## src/rtl/sum_acc_pkg.sv

```systemverilog
// Shared types and constants for the sum accumulator stage.
// Latency: n/a (declarations only).
// Backpressure: n/a (declarations only).
package sum_acc_pkg;

    // Width of the upstream 4-bit adder's Sum output (4 bits plus carry).
    localparam int SUM_W_DEF = 5;

    // Accumulating samples, or holding a finished block total for the consumer.
    typedef enum logic {
        ACCUM = 1'b0,
        HOLD  = 1'b1
    } sum_acc_state_t;

    // Sample counter width; never narrower than one bit.
    function automatic int cnt_width(input int n);
        return (n > 2) ? $clog2(n) : 1;
    endfunction

endpackage

```

## src/rtl/sum_accumulator.sv

```systemverilog
// Sums blocks of N unsigned adder samples into an ACC_W-bit total with a sticky overflow flag.
// Latency: out_valid rises the cycle after the Nth accepted sample; min block period N+1 cycles.
// Backpressure: in_ready drops while a total is pending; the total is held stable until out_ready.
module sum_accumulator
    import sum_acc_pkg::*;
#(
    parameter int SUM_W = SUM_W_DEF,
    parameter int N     = 4,
    parameter int ACC_W = 8
) (
    input  logic             clk,
    input  logic             rst,
    input  logic             in_valid,
    output logic             in_ready,
    input  logic [SUM_W-1:0] in_sum,
    output logic             out_valid,
    input  logic             out_ready,
    output logic [ACC_W-1:0] out_total,
    output logic             out_ovf
);

    localparam int CNT_W = cnt_width(N);
    localparam logic [CNT_W-1:0] LAST_CNT = CNT_W'(N - 1);

    sum_acc_state_t   state;
    logic [ACC_W-1:0] acc;
    logic [CNT_W-1:0] cnt;
    logic             ovf_sticky;

    // One extra bit on the adder so the carry-out is visible as overflow.
    logic [ACC_W:0]   sum_ext;
    logic             carry;
    logic             last_sample;

    // Zero-extended accumulate of the incoming sample, plus end-of-block detect.
    always_comb begin
        sum_ext     = {1'b0, acc} + {{(ACC_W + 1 - SUM_W){1'b0}}, in_sum};
        carry       = sum_ext[ACC_W];
        last_sample = (cnt == LAST_CNT);
    end

    // Block FSM: accumulate N samples, then present the total until it is taken.
    always_ff @(posedge clk) begin
        if (rst) begin
            state      <= ACCUM;
            in_ready   <= 1'b1;
            out_valid  <= 1'b0;
            out_total  <= '0;
            out_ovf    <= 1'b0;
            acc        <= '0;
            cnt        <= '0;
            ovf_sticky <= 1'b0;
        end else begin
            case (state)
                ACCUM: begin
                    if (in_valid && in_ready) begin
                        if (last_sample) begin
                            // Final sample: publish the total and start the next block clean.
                            out_total  <= sum_ext[ACC_W-1:0];
                            out_ovf    <= ovf_sticky | carry;
                            out_valid  <= 1'b1;
                            in_ready   <= 1'b0;
                            acc        <= '0;
                            cnt        <= '0;
                            ovf_sticky <= 1'b0;
                            state      <= HOLD;
                        end else begin
                            acc        <= sum_ext[ACC_W-1:0];
                            cnt        <= cnt + CNT_W'(1);
                            ovf_sticky <= ovf_sticky | carry;
                        end
                    end
                end
                HOLD: begin
                    // Samples are refused here; outputs stay frozen until the consumer takes them.
                    if (out_valid && out_ready) begin
                        out_valid <= 1'b0;
                        in_ready  <= 1'b1;
                        state     <= ACCUM;
                    end
                end
                default: begin
                    state <= ACCUM;
                end
            endcase
        end
    end

endmodule

```

## config.mk

```make
export PLATFORM = sky130hd
export DESIGN_NAME = sum_accumulator
export DESIGN_NICKNAME = d
export VERILOG_FILES = /design/src/rtl/sum_acc_pkg.sv /design/src/rtl/sum_accumulator.sv
export SDC_FILE = /design/constraint.sdc
export NUM_CORES = 1
export LEC_CHECK = 0
export ABC_AREA = 1
export CAP_MARGIN = 0
export CELL_PAD_IN_SITES_DETAIL_PLACEMENT = 1
export CELL_PAD_IN_SITES_GLOBAL_PLACEMENT = 2
export CORE_ASPECT_RATIO = 0.7
export CORE_MARGIN = 5
export CORE_UTILIZATION = 30
export CTS_BUF_LIST = sky130_fd_sc_hd__clkbuf_8
export CTS_CLUSTER_DIAMETER = 60
export DETAILED_ROUTE_END_ITERATION = 8
export PLACE_DENSITY = 0.76
export SETUP_SLACK_MARGIN = 0.1
export SYNTH_ARGS = -nofsm -noshare
export SYNTH_HDL_FRONTEND = slang
export SYNTH_SLANG_ARGS = --single-unit
export TNS_END_PERCENT = 50
```

## constraint.sdc

```tcl
create_clock -name clk -period 2 [get_ports clk]
set_clock_uncertainty 0.05 [all_clocks]
set_input_delay 0.4 -clock clk [delete_from_list [all_inputs] [get_ports clk]]
set_output_delay 0.4 -clock clk [all_outputs]
set_load 0.01 [all_outputs]
```

After elaboration in Yosys (flattened, before gate mapping)
Index checks and enable logic that the tools add are counted.
Widths: inputs -> output; s select.

word-level totals
  bits in registers = 23
  bits of input ports = 9
  output and inout bits = 11
  logic and storage cells = 36

cells by class
  add/subtract/negate cells = 2
  eq/ne operators = 4
  mux-type cells = 15
  bitwise gates (word level) = 2
  reduce and logical (&&, ||, !) cells = 5

operator list
  operator             count
  $mux 1               10
  $add 8x5->9          1
  $mux 8               1
  $pmux 1 s2           3
  $reduce_and 3->1     2
  $ne 2x2->1 const B   2
  $add 2x1->2 const B  1
  $eq 2x2->1 const B   1
  $logic_and 1x1->1    2
  $mux 2               1
  $ne 2x1->1 const B   1
  $reduce_and 2->1     1
  $not 1->1            1
  $or 1x1->1           1

Longest topological paths before layout
  word-level depth = 4
  mapped depth = 13
  gate-level depth less buffers = 13

Worst setup path before layout
OpenSTA, ideal clock, no wires.

  path type = in2reg
  start point = input port in_sum[0]
  end point = register out_total[4]
  setup time = 108 ps
  data arrival time = 1540 ps
  data required time = 1842 ps
  slack = 302 ps
  stages on the path = 11
  buffers on the path = 0
  cell sequence = ha_1 inv_1 fa_1 inv_1 nand2_1 nand2_1 and2_1 nand2_1 nand2_1 a21o_1 inv_1

between the ends
  word-level cells in the longest chain between the ends = 1

ends and longest elaborated chain
  element               RTL line               RTL
  from (decl)           sum_accumulator.sv:15  input logic [SUM_W-1:0] in_sum,
  $add 8x5->9           sum_accumulator.sv:37  sum_ext = {1'b0, acc} + {{(ACC_W + 1 - SUM_W){1'b0}}, in_sum};
  to (signal assigned)  sum_accumulator.sv:59  out_total <= sum_ext[ACC_W-1:0];
  to (decl)             sum_accumulator.sv:18  output logic [ACC_W-1:0] out_total,

Every way passes these cells.
A chain may end at the register's enable or synchronous reset.

Final worst setup path
  start point = input port in_sum[3]
  end point = register out_ovf

between the ends
  word-level cells in the longest chain between the ends = 2

ends and longest elaborated chain
  element               RTL line               RTL
  $add 8x5->9           sum_accumulator.sv:37
  $or 1x1->1            sum_accumulator.sv:60  out_ovf <= ovf_sticky | carry;
  to (signal assigned)  sum_accumulator.sv:60
  to (decl)             sum_accumulator.sv:19  output logic out_ovf

Every way passes these cells.

==> impl_metrics.toml <==
[synth]
seq_area_frac_synth_pct = 37.7
synthTopCellsByArea = "dfxtp_1 (38%), nand2_1 (13%), nand3_1 (7.0%), inv_1 (6.5%), nor2_1 (6.5%)"
netlist_instances = 170
synth_top_area_share_pct = 37.7
yosys_warnings = 0
synth_fp_nets = 186
syn_area_per_cell_um2 = 7.18
synth.largest_area_cell = "dfxtp_1"
ys_ff_latch = 23
netlist_area_mm2 = 0.00122
yosysUniqueCellTypes = 30

[place]
place_area_mm2 = 0.00154
io_buffer_count = 19
place_congestion = 0.738
dp_hpwl_um = 2540
pre_cts_ws_ns = -0.254

[power_and_ir_drop]
comb_power_share_pct = 24.2
pwr-share-clk_pct = 29.0
p_leak_nw = 0.776
finalPower_mw = 1.07
internal_power_mw = 0.739
seqPwrFrac_pct = 46.8
p_sw_share_pct = 30.7
powerDensity_mw_per_mm2 = 664
p_switching_mw = 0.327
vdd_drop_max_uv = 344

[global_routing]
grt_start_max_net_pins = 15
grt_pass1_vias = 1270
overflow = 0
antenna_found_initial = 0
grt_use_total_pct = 13.2
grt_pass1_wl_um = 5750

[clocking]
post-cts-setup-buffer-count = 0
cts.sinks = 23
clk_latency_ns = 0.27
root_buffer = "clkbuf_8"
cts_buffers = 3
cts_tree = "done"
cts-htree-levels = 1
cts.path.max_buffers = 2
ctsHoldBuffers = 0
path_clk_slew_ns = 0.09

[critical_path]
critPathSlowestCell = "clkdlybuf4s50_1"
critPathLaunchType = "input pin"
worstPathRequired_ns = 2.12
worst-path-buf-inv = 2
cp_cell_sequence = "clkdlybuf4s50_1 > ha_1 > or2_1 > and2_4 > nand2_1 > nand3_1 > o21ai_1 > inv_1"
cp_slowest_stage_delay_ns = 0.41
endpoint_kind = "flip-flop"
arrival_ns = 1.88
cp_max_fo = 3
criticalPathCategory = "in2reg"
cpLargestDelayFamily = "simple AND/OR/NAND/NOR gates"

[timing]
slew_violations = 0
setup_violations = 0
fmax_ghz = 0.570
worstMarginPinSlew_ns = 0.345
finalHoldViolCount = 0
fin_crit_sh_pct = 87.7
fin_crit_ns = 1.75
final.setup.tns_ns = 0
finalWorstSetupSlack_ns = 0.247
relSlewSlack_pct = 77.0
rsz0062_at_grt = "false"
timing.hold.ws_ns = 0.428

[finish]
final_cell_mix = "nand2_1 (42), dfxtp_1 (23), nor2_1 (21)"
multi_input_area_um2 = 667
antenna_cells = 0
final_common_cell = "nand2_1"
drive_gt1_share_pct = 14.9
layout.nets = 219
num-fill-cells = 513
area_growth_syn_to_layout_pct = 31.6
final_area_mm2 = 0.00161
seq_area_um2 = 460

[floorplan]
ios = 20
start_util_pct = 31.1
dieArea_mm2 = 0.00546
fp.coreArea_mm2 = 0.00392
num_rows = 19
die_h_um = 63.4
die_x_um = 86.2

[job]
drv_cap = 0

[route]
dr.pass1.iters = 2
antenna_left = 0
drt_iter0_drc = 29
wl_per_cell_um = 13.2
drc_errors = 0
vias = 1196
drt-total-wl_um = 3350
drt-vias-per-instance = 4.71

[worst_hold_path]
hold_class = "reg2reg"

[run_status]
status = "complete, no violations"
## state kept, by name, summed over array words and instances (netlist names)
register,flops
state,1
out_total,8
out_ovf,1
cnt,2
acc,8
out_valid,1
in_ready,1
ovf_sticky,1
## per-stage QoR
step	utilization, %	cells
after global placement	39.2	250
after detailed placement	39.2	250
after CTS	40.6	254
after floorplan	-	170
after global routing	40.9	254
final	40.9	254
## power by group through the flow
stage / logic, mW / registers [mW] / clock network (mW)
2_1_floorplan: 0.145 / 0.509 / 0
3_3_place_gp: 0.246 / 0.508 / 0
3_5_place_dp: 0.253 / 0.510 / 0
4_1_cts: 0.260 / 0.500 / 0.315
5_1_grt: 0.289 / 0.503 / 0.335
6_report: 0.257 / 0.499 / 0.309
## Yosys cell counts, drive strengths merged
library cell   n
a211oi         1
a21o           2
a21oi         11
and2           1
buf            1
clkbuf         1
dfxtp         23
fa             1
ha             6
inv           23
nand2         44
nand3         17
nand3b         1
nand4          1
nor2          23
nor3           1
o211ai         1
o21a           1
o21ai          7
o21bai         1
or2            2
xnor2          1
## cell families after synthesis
kind of cell / after synthesis / share of synthesized area [%]
fa+ha+maj: 7 / 7.79
simple gates: 90 / 32.8
flops: 23 / 37.7
xor+xnor: 1 / 0.718
buf+inv: 25 / 8.82
compound gates: 24 / 12.1
## layer usage
metal | wire length (um) | track usage [%] | up-vias
met5 | 0 | 0 | -
met4 | 25 | 3.11 | 0
met3 | 95 | 4.04 | 4
met2 | 1590 | 22.3 | 14
met1 | 1630 | 16.3 | 573
li1 | - | - | 605
## repair_timing
action | 4_1_cts | 5_1_grt
resized for setup | 3 | 6
endpoints found under the setup margin | 6 | 7
pin swaps | 0 | 4
## layout make-up
class / count / share of cell area (%)
multi-input cells: 122 / 41.5
flip-flops and latches: 23 / 28.7
repair buffers: 30 / 17.3
inverters: 23 / 5.53
well taps: 52 / 4.05
clock buffers: 3 / 2.57
clock inverters: 1 / 0.312
## worst paths after layout
| kind | start | endpoint | slack, ns | cells past startpoint |
|---|---|---|---|---|
| max | in_sum[3] | out_ovf | 0.25 | 8 |
| max reg2reg | acc[0] | out_total[4] | 0.29 | 11 |
| min reg2reg | acc[3] | acc[3] | 0.43 | 2 |
| min | acc[3] | acc[3] | 0.43 | 2 |
## tightest hold or removal path, cell delays in order, from the launching register on
cell     delay (ns)
dfxtp_1        0.32
nand2_1        0.06
a21oi_1        0.06
(Power assumes the default switching activity.)
